[config.mk]
export PLATFORM = sky130hd
export DESIGN_NAME = l15_amo_req_gen
export DESIGN_NICKNAME = d
export VERILOG_FILES = /design/src/rtl/l15_amo_req_gen_pkg.sv /design/src/rtl/l15_amo_lane_pack.sv /design/src/rtl/l15_amo_req_gen.sv
export SDC_FILE = /design/constraint.sdc
export NUM_CORES = 1
export LEC_CHECK = 0
export BUFFER_PORTS_ARGS = -buffer_cell sky130_fd_sc_hd__clkbuf_2
export CORE_AREA = 2 2 195 197
export CTS_CLUSTER_SIZE = 28
export DETAILED_ROUTE_END_ITERATION = 6
export DIE_AREA = 0 0 197 199
export GPL_TIMING_DRIVEN = 0
export PLACE_DENSITY_LB_ADDON = 0.2
export SLEW_MARGIN = 20
export SYNTH_ARGS = -nofsm -noshare
export SYNTH_HDL_FRONTEND = slang
export SYNTH_SLANG_ARGS = --single-unit
[constraint.sdc]
create_clock -name clk -period 2.55 [get_ports clk]
set_clock_uncertainty 0.15 [all_clocks]
set_input_delay 0.1275 -clock clk [delete_from_list [all_inputs] [get_ports clk]]
set_output_delay 0.1275 -clock clk [all_outputs]
set_load 0.01 [all_outputs]
[src/rtl/l15_amo_req_gen_pkg.sv]
// Shared constants, types and helpers for the L1.5 AMO request generator.
// Mirrors the subset of the L2 message/ALU encodings this block needs.
package l15_amo_req_gen_pkg;

  localparam int unsigned PHY_ADDR_WIDTH      = 40;
  localparam int unsigned L2_AMO_ALU_OP_WIDTH = 4;
  localparam int unsigned MSG_DATA_SIZE_WIDTH = 3;

  localparam logic [L2_AMO_ALU_OP_WIDTH-1:0] L2_AMO_ALU_NOP  = 4'd0;
  localparam logic [L2_AMO_ALU_OP_WIDTH-1:0] L2_AMO_ALU_ADD  = 4'd1;
  localparam logic [L2_AMO_ALU_OP_WIDTH-1:0] L2_AMO_ALU_AND  = 4'd2;
  localparam logic [L2_AMO_ALU_OP_WIDTH-1:0] L2_AMO_ALU_OR   = 4'd3;
  localparam logic [L2_AMO_ALU_OP_WIDTH-1:0] L2_AMO_ALU_XOR  = 4'd4;
  localparam logic [L2_AMO_ALU_OP_WIDTH-1:0] L2_AMO_ALU_MAX  = 4'd5;
  localparam logic [L2_AMO_ALU_OP_WIDTH-1:0] L2_AMO_ALU_MAXU = 4'd6;
  localparam logic [L2_AMO_ALU_OP_WIDTH-1:0] L2_AMO_ALU_MIN  = 4'd7;
  localparam logic [L2_AMO_ALU_OP_WIDTH-1:0] L2_AMO_ALU_MINU = 4'd8;
  localparam logic [L2_AMO_ALU_OP_WIDTH-1:0] L2_AMO_ALU_SWAP = 4'd9;

  localparam logic [MSG_DATA_SIZE_WIDTH-1:0] MSG_DATA_SIZE_0B  = 3'b000;
  localparam logic [MSG_DATA_SIZE_WIDTH-1:0] MSG_DATA_SIZE_1B  = 3'b001;
  localparam logic [MSG_DATA_SIZE_WIDTH-1:0] MSG_DATA_SIZE_2B  = 3'b010;
  localparam logic [MSG_DATA_SIZE_WIDTH-1:0] MSG_DATA_SIZE_4B  = 3'b011;
  localparam logic [MSG_DATA_SIZE_WIDTH-1:0] MSG_DATA_SIZE_8B  = 3'b100;
  localparam logic [MSG_DATA_SIZE_WIDTH-1:0] MSG_DATA_SIZE_16B = 3'b101;

  typedef enum logic [1:0] {
    ST_IDLE = 2'd0,
    ST_REQ  = 2'd1,
    ST_WAIT = 2'd2,
    ST_RESP = 2'd3
  } amo_state_e;

  // Latched AMO request fields that are replayed onto the L2 request.
  typedef struct packed {
    logic [L2_AMO_ALU_OP_WIDTH-1:0] op;
    logic [PHY_ADDR_WIDTH-1:0]      addr;
    logic [MSG_DATA_SIZE_WIDTH-1:0] size;
  } amo_req_t;

  function automatic logic [63:0] bswap64(input logic [63:0] d);
    logic [63:0] r;
    for (int i = 0; i < 8; i++) r[i*8 +: 8] = d[(7-i)*8 +: 8];
    return r;
  endfunction

  // Only 1/2/4/8-byte accesses, naturally aligned, are sent to L2.
  function automatic logic amo_legal(input logic [MSG_DATA_SIZE_WIDTH-1:0] size,
                                     input logic [2:0] lane);
    logic ok;
    case (size)
      MSG_DATA_SIZE_1B: ok = 1'b1;
      MSG_DATA_SIZE_2B: ok = (lane[0] == 1'b0);
      MSG_DATA_SIZE_4B: ok = (lane[1:0] == 2'b00);
      MSG_DATA_SIZE_8B: ok = (lane == 3'b000);
      default:          ok = 1'b0;
    endcase
    return ok;
  endfunction

  function automatic logic [63:0] size_mask(input logic [MSG_DATA_SIZE_WIDTH-1:0] size);
    logic [63:0] m;
    case (size)
      MSG_DATA_SIZE_1B: m = 64'h0000_0000_0000_00FF;
      MSG_DATA_SIZE_2B: m = 64'h0000_0000_0000_FFFF;
      MSG_DATA_SIZE_4B: m = 64'h0000_0000_FFFF_FFFF;
      MSG_DATA_SIZE_8B: m = 64'hFFFF_FFFF_FFFF_FFFF;
      default:          m = 64'h0;
    endcase
    return m;
  endfunction

endpackage

[src/rtl/l15_amo_lane_pack.sv]
// Combinational lane steering for AMO traffic: operand insert + swap toward L2,
// and swap + lane extract + extend of the old value coming back.
module l15_amo_lane_pack
  import l15_amo_req_gen_pkg::*;
#(
  parameter int unsigned LINE_WIDTH     = 128,
  parameter bit          SWAP_ENDIANESS = 1'b1,
  parameter bit          SIGN_EXTEND    = 1'b1,
  parameter int unsigned AW             = 4
) (
  input  logic [MSG_DATA_SIZE_WIDTH-1:0] req_size,
  input  logic [AW-1:0]                  req_addr_lo,
  input  logic [63:0]                    req_data,
  output logic [LINE_WIDTH-1:0]          req_line_c,
  input  logic [MSG_DATA_SIZE_WIDTH-1:0] ext_size,
  input  logic [AW-1:0]                  ext_addr_lo,
  input  logic [LINE_WIDTH-1:0]          resp_line,
  output logic [63:0]                    ext_data_c
);

  localparam int unsigned NDW   = LINE_WIDTH / 64;
  localparam int unsigned OFF_W = (NDW > 1) ? $clog2(NDW) : 1;

  logic [2:0]       req_lane, ext_lane;
  logic [OFF_W-1:0] req_off, ext_off;
  logic [63:0]      req_le, req_dw, ext_dw, ext_le, ext_v;

  assign req_lane = req_addr_lo[2:0];
  assign ext_lane = ext_addr_lo[2:0];

  // A single-dword line has no dword index bits in the address.
  generate
    if (NDW > 1) begin : g_off
      assign req_off = req_addr_lo[AW-1:3];
      assign ext_off = ext_addr_lo[AW-1:3];
    end else begin : g_no_off
      assign req_off = '0;
      assign ext_off = '0;
    end
  endgenerate

  always_comb begin
    req_le     = (req_data & size_mask(req_size)) << {req_lane, 3'b000};
    req_dw     = SWAP_ENDIANESS ? bswap64(req_le) : req_le;
    req_line_c = LINE_WIDTH'(req_dw) << {req_off, 6'b000000};
  end

  always_comb begin
    ext_dw = 64'(resp_line >> {ext_off, 6'b000000});
    ext_le = SWAP_ENDIANESS ? bswap64(ext_dw) : ext_dw;
    ext_v  = ext_le >> {ext_lane, 3'b000};
    case (ext_size)
      MSG_DATA_SIZE_1B: ext_data_c = {{56{SIGN_EXTEND & ext_v[7]}},  ext_v[7:0]};
      MSG_DATA_SIZE_2B: ext_data_c = {{48{SIGN_EXTEND & ext_v[15]}}, ext_v[15:0]};
      MSG_DATA_SIZE_4B: ext_data_c = {{32{SIGN_EXTEND & ext_v[31]}}, ext_v[31:0]};
      default:          ext_data_c = ext_le;
    endcase
  end

endmodule

[src/rtl/l15_amo_req_gen.sv]
// Core-side AMO initiator: one outstanding atomic, issued to the L2 AMO ALU,
// old memory value returned to the core. Misaligned/illegal requests error locally.
module l15_amo_req_gen
  import l15_amo_req_gen_pkg::*;
#(
  parameter bit          SWAP_ENDIANESS = 1'b1,
  parameter int unsigned LINE_WIDTH     = 128,
  parameter int unsigned ID_WIDTH       = 4,
  parameter bit          SIGN_EXTEND    = 1'b1
) (
  input  logic                           clk,
  input  logic                           rst,
  input  logic                           core_req_val,
  output logic                           core_req_rdy,
  input  logic [L2_AMO_ALU_OP_WIDTH-1:0] core_req_op,
  input  logic [PHY_ADDR_WIDTH-1:0]      core_req_addr,
  input  logic [MSG_DATA_SIZE_WIDTH-1:0] core_req_size,
  input  logic [63:0]                    core_req_data,
  input  logic [ID_WIDTH-1:0]            core_req_id,
  output logic                           noc_req_val,
  input  logic                           noc_req_rdy,
  output logic [L2_AMO_ALU_OP_WIDTH-1:0] noc_req_op,
  output logic [PHY_ADDR_WIDTH-1:0]      noc_req_addr,
  output logic [MSG_DATA_SIZE_WIDTH-1:0] noc_req_size,
  output logic [LINE_WIDTH-1:0]          noc_req_data,
  input  logic                           noc_resp_val,
  output logic                           noc_resp_rdy,
  input  logic [LINE_WIDTH-1:0]          noc_resp_data,
  output logic                           core_resp_val,
  input  logic                           core_resp_rdy,
  output logic [63:0]                    core_resp_data,
  output logic [ID_WIDTH-1:0]            core_resp_id,
  output logic                           core_resp_err
);

  localparam int unsigned AW = $clog2(LINE_WIDTH / 8);

  amo_state_e            state, state_n;
  amo_req_t              req_q;
  logic                  accept_c, capture_c, legal_c;
  logic [LINE_WIDTH-1:0] req_line_c;
  logic [63:0]           ext_data_c;

  l15_amo_lane_pack #(
    .LINE_WIDTH     (LINE_WIDTH),
    .SWAP_ENDIANESS (SWAP_ENDIANESS),
    .SIGN_EXTEND    (SIGN_EXTEND),
    .AW             (AW)
  ) u_lane_pack (
    .req_size    (core_req_size),
    .req_addr_lo (core_req_addr[AW-1:0]),
    .req_data    (core_req_data),
    .req_line_c  (req_line_c),
    .ext_size    (req_q.size),
    .ext_addr_lo (req_q.addr[AW-1:0]),
    .resp_line   (noc_resp_data),
    .ext_data_c  (ext_data_c)
  );

  assign legal_c      = amo_legal(core_req_size, core_req_addr[2:0]);
  assign noc_req_op   = req_q.op;
  assign noc_req_addr = req_q.addr;
  assign noc_req_size = req_q.size;

  always_comb begin
    state_n   = state;
    accept_c  = 1'b0;
    capture_c = 1'b0;
    unique case (state)
      ST_IDLE: if (core_req_val && core_req_rdy) begin
        accept_c = 1'b1;
        state_n  = legal_c ? ST_REQ : ST_RESP;
      end
      ST_REQ:  if (noc_req_val && noc_req_rdy) state_n = ST_WAIT;
      ST_WAIT: if (noc_resp_val && noc_resp_rdy) begin
        capture_c = 1'b1;
        state_n   = ST_RESP;
      end
      ST_RESP: if (core_resp_val && core_resp_rdy) state_n = ST_IDLE;
      default: state_n = ST_IDLE;
    endcase
  end

  // Handshake outputs are decoded from the next state so they are registered
  // yet line up with the state they describe.
  always_ff @(posedge clk) begin
    if (rst) begin
      state          <= ST_IDLE;
      core_req_rdy   <= 1'b1;
      noc_req_val    <= 1'b0;
      noc_resp_rdy   <= 1'b1;
      core_resp_val  <= 1'b0;
      req_q          <= '0;
      noc_req_data   <= '0;
      core_resp_data <= '0;
      core_resp_id   <= '0;
      core_resp_err  <= 1'b0;
    end else begin
      state         <= state_n;
      core_req_rdy  <= (state_n == ST_IDLE);
      noc_req_val   <= (state_n == ST_REQ);
      noc_resp_rdy  <= (state_n == ST_IDLE) || (state_n == ST_WAIT);
      core_resp_val <= (state_n == ST_RESP);
      if (accept_c) begin
        req_q.op       <= core_req_op;
        req_q.addr     <= core_req_addr;
        req_q.size     <= core_req_size;
        noc_req_data   <= req_line_c;
        core_resp_id   <= core_req_id;
        core_resp_err  <= ~legal_c;
        core_resp_data <= '0;
      end
      if (capture_c) begin
        core_resp_data <= ext_data_c;
        core_resp_err  <= 1'b0;
      end
    end
  end

endmodule

==> results of run 1 <==
==> power groups by stage <==
stage	Clock [uW]	Sequential [uW]	Combinational (uW)
after global routing	4360	4410	4700
after detailed placement	0	4450	3750
final	4140	4380	4450
after CTS	4210	4370	4150
after floorplan	0	4540	2130
after global placement	0	4440	3720
==> synth_stat cells, types with 6 or more instances <==
cell and count:
buf_6 6, a221o_1 10, buf_2 17, o221ai_1 24, dfxtp_1 250, nand2b_1 12, o22ai_1 10, a2bb2oi_1 15
a22oi_1 50, mux2_2 49, o41ai_1 9, a21o_1 24, inv_1 15, a31oi_1 18, nor3_1 17, nand2_1 313
o21ai_0 91, mux2i_1 82, clkbuf_1 103, nor2_1 85, a21oi_1 98, a211oi_1 16, nand3b_1 10, o41a_1 8
o21ai_2 30, buf_1 6, mux4_2 44, a32oi_1 27, nand3_1 17, and3_1 18, and2_1 11, a22o_1 17
o211ai_1 12, o2bb2ai_1 8
==> worst min-delay path by stage <==
stage | slack (ns) | depth (start not counted) | end
after floorplan | 0.11 | 2 | core_resp_id[0]
after global placement | 0.20 | 3 | noc_req_addr[32]
after detailed placement | 0.21 | 3 | noc_req_addr[32]
after CTS | 0.002 | 5 | core_resp_data[13]
after global routing | 0.03 | 5 | core_resp_data[8]
final | 0.003 | 5 | core_resp_data[14]
==> layout make-up <==
cell class | instances | area share
clock buffer | 41 | 0.0410
clock inverter | 9 | 0.00481
tap | 474 | 0.0293
timing repair buffer | 680 | 0.214
buffer | 140 | 0.0394
multi-input combinational | 1181 | 0.422
inverter | 15 | 0.00278
sequential | 250 | 0.247
antenna | 3 | 0.000370
==> placed cells by master, fill, tap and decap left out, drive strengths merged, types with 6 or more instances in the layout <==
cell type,n
a211oi,16
a21o,24
a21oi,98
a221o,10
a22o,17
a22oi,50
a2bb2oi,15
a31oi,18
a32oi,27
and2,11
and3,18
buf,47
clkbuf,638
clkinv,6
dfxtp,250
dlygate4sd3,175
inv,15
mux2,50
mux2i,83
mux4,44
nand2,313
nand2b,12
nand3,17
nand3b,10
nor2,85
nor3,18
o211ai,12
o21ai,126
o221ai,24
o22ai,10
o2bb2ai,8
o41a,8
o41ai,9
==> critical path, stage by stage (launching register included) <==
cell	delay, ns
dfxtp_2	0.36
clkbuf_4	0.19
mux2i_1	0.43
mux4_2	0.36
mux2i_4	0.11
a2111oi_4	0.35
buf_4	0.23
buf_6	0.15
o21ai_0	0.11
==> metal layers <==
layer,global-route usage,wire length [um],vias up
li1,-,-,7308
met1,0.425,27300,7931
met2,0.551,32200,1080
met3,0.0778,7150,199
met4,0.146,3160,2
met5,0,13,-
==> sequential cells by signal, summed over array words and instances (netlist names) <==
| name | count |
|---|---|
| noc_resp_rdy | 1 |
| noc_req_op | 4 |
| core_resp_val | 1 |
| noc_req_val | 1 |
| core_resp_id | 4 |
| state | 2 |
| core_resp_err | 1 |
| core_resp_data | 64 |
| noc_req_addr | 40 |
| noc_req_data | 128 |
| core_req_rdy | 1 |
| noc_req_size | 3 |
==> repair_timing <==
item,4_1_cts,5_1_grt
resized for setup,60,107
endpoints found under the setup margin,188,201
endpoints found under the hold margin,127,1
buffers inserted,5,6
cloned,0,2
hold buffers,174,1
pin swaps,2,2
==> through the flow <==
stage	cell area, sq um	utilization	total power (uW)
2_1_floorplan	13800	-	6670
3_3_place_gp	16900	0.454	8160
3_5_place_dp	16900	0.454	8200
4_1_cts	19800	0.534	12700
5_1_grt	20300	0.546	13500
6_report	20300	0.546	13000
==> kinds of logic after synthesis <==
logic type | synth area share
DFF | 0.363
and+or+nand+nor | 0.163
buffers and inverters | 0.0531
muxes | 0.173
AOI/OAI and AO/OA | 0.248
==> summary.txt, run 1 <==
Timing
  – Peak Freq: 388 MHz
  – Hold Vio Cnt, Final: 0
  – Hold_ws: about 0.0025 ns
  – Final period utilization: 1.01
  – Setup TNS: -0.0455 ns
  – Min cycle time layout: 2.58 ns
  – Final Max Tran Viols: 0
  – Final setup fails: 4
  – Worst-margin pin slew: 1.03 ns
  – RSZ-0062 raised after global routing: yes
  – Slew Limit Headroom: 0.306
  – Worst setup margin: -0.0275 ns

Route
  – DR iter-0 viols: approximately 1500
  – DR vias: 16500
  – Total wire length: 69.8 mm
  – Detail Route Antenna Nets: 0
  – Drt drc: 0
  – Pre-antenna DRT Iters: 5
  – DR WL/cell: approximately 25 um
  – Via density: 5.91

Floorplanning
  – Core ar.: 37100 sq um
  – FP Rows: about 70
  – Die width: 197 um
  – Die area: 39200 sq um
  – Ports: 497
  – Die H: just under 200 um
  – Initial Util: 0.372

Setup path
  – Setup CP Type: reg2reg
  – Reg2reg setup slack: -0.03 ns
  – Crit path launch: noc_req_addr[3]
  – Arr. time, crit path: 2.86 ns
  – RR Endpoint: core_resp_data[25]
  – Critical R2R Launch: noc_req_addr[3]
  – Crit-path max FO: 10
  – Startpoint type of the worst setup path: register
  – Crit path capture: core_resp_data[25]
  – R2R depth: 8
  – Crit end category: register
  – Worst Path Required: roughly 2.8 ns

CTS
  – Clk pin slew, worst setup/hold paths: 0.06 ns
  – CTS Buffer Depth: 3
  – CTS Buf Count: 28
  – Clock H-tree levels: 1
  – Clock Latency Late Sink: 0.57 ns
  – CTS Sinks: between 200 and 300
  – Root Driver: clkbuf_16
  – CTS tree: built

Cells and area
  – P&R area growth vs syn: 46.8%
  – Fin nets: 2545
  – Final std cells w/o fill: approximately 2800
  – Reg area: around 5000 sq um
  – Layout cells sized above 1: 0.347
  – # fillers: 3440
  – Area of the multi-input gates: 8550 sq um

Synth
  – Distinct cell type count after synthesis: between 60 and 70
  – Netlist Area Pre-Place: 13800 sq um
  – Ys async rst share: 0
  – Cell taking the most area after synthesis: dfxtp_1
  – Syn. warnings: 0
  – Mapped Cells: 1589
  – Mean Syn Cell Area: just under 9 sq um
  – Post-synth EDFFs: 0
  – Top cell type's share of synthesized area: 0.363
  – Syn nets: 1838
  – Sequential fraction of the synthesis area: 0.363
  – Register bit total from synthesis: 250
  – Main area contributors after synthesis: dfxtp_1 (36%), nand2_1 (8.5%), mux4_2 (7.2%)
  – Synth Flop Type: dfxtp_1

Placed design
  – Routability Congestion: 1.03
  – Dpl hpwl: 52.7 mm
  – PortBufs: just under 500
  – Placed Cells: roughly 2600
  – Post-place setup slack: -0.605 ns

Power and ir drop
  – Pint: 8390 uW
  – Combinational share of power: 0.343
  – Net Sw Power: between 4000 and 5000 uW
  – Cell Pwr Density: 640 nW/um^2
  – Leakage: roughly 0.0084 uW
  – Clock power share: 0.319
  – Sequential Power Share: 0.338
  – Sw frac: 0.354
  – Peak VDD IR: 535 uV

GRT
  – GRT overflow: 0
  – Vias in the first global route: around 16000
  – Total GRT Usage: 0.336
  – Initial antenna violation count: 3
  – Largest net degree at the start of global routing: 14
  – First-pass GRT wire length: 99.1 mm

Worst hold path
  – Min-Delay Path Class: in2reg
  – HP Start: noc_resp_data[118]

Job
  – Maxcap violations: 0

Run status
  – Violations in the final reports: setup timing
  – Status: finished with violations
(Power assumes the default switching activity.)
==> run 2, diff against run 1 <==
==> constraint.sdc (replaced) <==
create_clock -name clk -period 3.3 [get_ports clk]
set_clock_uncertainty 0.15 [all_clocks]
set_input_delay 0.165 -clock clk [delete_from_list [all_inputs] [get_ports clk]]
set_output_delay 0.165 -clock clk [all_outputs]
set_load 0.005 [all_outputs]
==> run 2 against run 1 <==
  * The run now ends clean
  * Hold slack improved by 0.024 ns
  * First-iteration DRC count fell by 2.5%
  * Critical path depth rose by 2
  * Routed wire length fell by 3.2%
  * Count of clock-buffer cells in the layout did not move
  * Sequential share of layout area rose by 1.3 points
  * Critical path type unchanged
  * Largest cell class unchanged
  * Highest routed layer unchanged
==> summary.txt, run 2 (synthesis results as in run 1) <==
Floorplanning
  – FP Rows: 71 (unchanged)
  – Ports: 497 (unchanged)
  – Core ar.: 37100 sq um (unchanged)
  – Die width: 197 um (unchanged)
  – Die H: 199 um (unchanged)
  – Initial Util: 0.372 (unchanged)
  – Die area: 39200 sq um (unchanged)

Placed design
  – Dpl hpwl: 52.7 mm (unchanged)
  – PortBufs: 492 (unchanged)
  – Routability Congestion: 1.03 (unchanged)

Setup path
  – Crit path top cell by count: buf_6
  – Crit end category: register (unchanged)
  – R2R depth: 10 (was 8)
  – Critical R2R Launch: noc_req_addr[3] (unchanged)
  – Reg2reg setup slack: 0.10 ns (was -0.03 ns)
  – Setup CP Type: reg2reg (unchanged)
  – WP depth: 10 (was 8)
  – Crit-path max FO: 10 (unchanged)
  – Worst path slowest cell: dlygate4sd3_1 (was mux2i_1)
  – CP max stage delay: 0.60 ns (was 0.43 ns)
  – Arr. time, crit path: 3.50 ns (was 2.86 ns)
  – Startpoint type of the worst setup path: register (unchanged)
  – Crit-path leading delay family: buffers and inverters (was multiplexers)
  – Critical-path cell list: buf_6 > buf_8 > buf_12 > buf_6 > buf_4 > buf_2 > mux2_2 > dlygate4sd3_1 > o21ai_0 > o21ai_2 (was clkbuf_4 > mux2i_1 > mux4_2 > mux2i_4 > a2111oi_4 > buf_4 > buf_6 > o21ai_0)
  – Crit path capture: core_resp_data[46] (was core_resp_data[25])
  – RR Endpoint: core_resp_data[46] (was core_resp_data[25])
  – Worst Path Required: 3.60 ns (was 2.83 ns)
  – Crit path buffers/inverters: 7 (was 3)
  – Crit path launch: noc_req_addr[3] (unchanged)

Cells and area
  – Largest Register: noc_req_data (unchanged)
  – Most common library cell in the layout ignoring fill and taps: clkbuf_2 (unchanged)
  – Final Util: 0.519 (was 0.546)
  – Layout cells sized above 1: 0.312 (was 0.347)
  – Max reg flops: 128 (unchanged)
  – Fin nets: 2505 (was 2545)
  – Most frequent cells in the layout: clkbuf_2 (494), nand2_1 (313), dfxtp_1 (250) (was clkbuf_2 (516), nand2_1 (312), dfxtp_1 (249))
  – P&R area growth vs syn: 39.5% (was 46.8%)
  – # fillers: 3557 (was 3440)

Timing
  – Final period utilization: 0.969 (was 1.01)
  – Slew Limit Headroom: 0.294 (was 0.306)
  – Final Max Tran Viols: 0 (unchanged)
  – RSZ-0062 raised after global routing: no (was yes)
  – Hold Vio Cnt, Final: 0 (unchanged)
  – Min cycle time layout: 3.20 ns (was 2.58 ns)
  – Worst-margin pin slew: 1.05 ns (was 1.03 ns)
  – Peak Freq: 313 MHz (was 388 MHz)
  – Final setup fails: 0 (was 4)
  – Setup TNS: 0 ns (was -0.0455 ns)

CTS
  – CTS tree: built (unchanged)
  – Setup Buffers After CTS: 0 (was 5)
  – Clock H-tree levels: 1 (unchanged)
  – Clock Latency Late Sink: 0.57 ns (about the same)
  – CTS Buffer Depth: 3 (unchanged)
  – Root Driver: clkbuf_16 (unchanged)
  – Clk pin slew, worst setup/hold paths: 0.06 ns (about the same)
  – CTS Sinks: 250 (unchanged)
  – CTS Buf Count: 28 (unchanged)

Route
  – Top sig layer: met5 (unchanged)
  – DR WL/cell: 24.5 um (was 25.0 um)
  – Pre-antenna DRT Iters: 7 (was 5)
  – Met2 Wirelength: 30.8 mm (was 32.2 mm)
  – DR vias: 16100 (was 16500)
  – Detail Route Antenna Nets: 0 (unchanged)
  – DR iter-0 viols: 1415 (was 1451)
  – Via density: 5.84 (was 5.91)
  – Drt drc: 0 (unchanged)
  – Routed wl met3: 6.77 mm (was 7.15 mm)
  – Met1 Routed Length: 27.1 mm (was 27.3 mm)
  – Total wire length: 67.5 mm (was 69.8 mm)

Power and ir drop
  – Leakage: 0.00803 uW (was 0.00843 uW)
  – Cell Pwr Density: 502 nW/um^2 (was 640 nW/um^2)
  – Peak VDD IR: 412 uV (was 535 uV)

Run status
  – Status: complete, no violations (was finished with violations)

GRT
  – GRT overflow: 0 (unchanged)
  – First-pass GRT wire length: 96.5 mm (was 99.1 mm)
  – Initial antenna violation count: 2 (was 3)
  – Largest net degree at the start of global routing: 14 (unchanged)
  – Total GRT Usage: 0.328 (was 0.336)
  – Vias in the first global route: 15300 (was 15800)

Worst hold path
  – Min-Delay Path Class: in2reg (unchanged)
  – HP Start: noc_resp_data[19] (was noc_resp_data[118])

Job
  – Maxcap violations: 0 (unchanged)
-- run 2: cell count changes in the layout (fill, tap and decap cells not counted), moves of 8 or more --
cell / delta
mux2i_4: -19
mux2i_1: +38
clkbuf_1: +26
clkbuf_2: -22
buf_2: +8
dlygate4sd3_1: -30
buf_4: -11
mux2i_2: -19
-- run 2: power by group --
group | total (uW) | internal [uW] | switching [uW]
Sequential | 3380 | 3230 | 150
Clock | 3200 | 1890 | 1320
Combinational | 3080 | 1180 | 1890
-- run 2: stage by stage --
step	hold slack [ns]	cells	total power [uW]	instance area (sq um)	setup WS, ns
3_5_place_dp	0.244	2555	6260	16900	0.145
3_3_place_gp	0.241	2555	6230	16900	0.139
4_1_cts	0.000243	2750	9650	19300	0.0862
5_1_grt	0.0466	2750	10000	19300	0.0238
6_report	0.0268	2751	9660	19300	0.102
2_1_floorplan	0.151	1589	5070	13800	0.938
-- run 2: worst reg2reg max path, cell delays in order (launching register included) --
cell           delay [ns]
dfxtp_1              0.34
buf_6                0.17
buf_8                0.18
buf_12               0.17
buf_6                0.19
buf_4                0.24
buf_2                0.33
mux2_2               0.40
dlygate4sd3_1        0.60
o21ai_0              0.26
o21ai_2              0.07
-- run 2: per-layer routing --
| layer | GRT usage | vias to the layer above |
|---|---|---|
| met1 | 0.420 | 7682 |
| li1 | - | 7220 |
| met5 | 0 | - |
| met3 | 0.0782 | 172 |
| met2 | 0.534 | 996 |
| met4 | 0.131 | 2 |
-- run 2: worst min-delay path by stage --
stage	to	slack, ns	depth (start not counted)
floorplan	core_resp_id[0]	0.15	2
global placement	noc_req_addr[32]	0.24	3
detailed placement	noc_req_addr[32]	0.24	3
CTS	core_resp_data[43]	0.0002	4
global route	core_resp_data[25]	0.05	5
finish	core_resp_data[43]	0.03	4
-- run 2: area by class of cell --
cell class	count	area [sq um]	share of cell area
plain buffers	143	678	0.0352
multi-input cells	1181	8080	0.420
repair buffers	637	3910	0.203
inverters	15	56.3	0.00292
clock buffers	41	831	0.0431
well taps	474	593	0.0308
diodes	1	2.50	0.000130
flip-flops and latches	250	5000	0.260
clock inverters	9	97.6	0.00507
-- run 2: repair_timing --
action | 4_1_cts | 5_1_grt
hold buffers | 145 | 0
resized for setup | 0 | 2
endpoints found under the hold margin | 111 | 0
setup endpoints to repair | 0 | 3
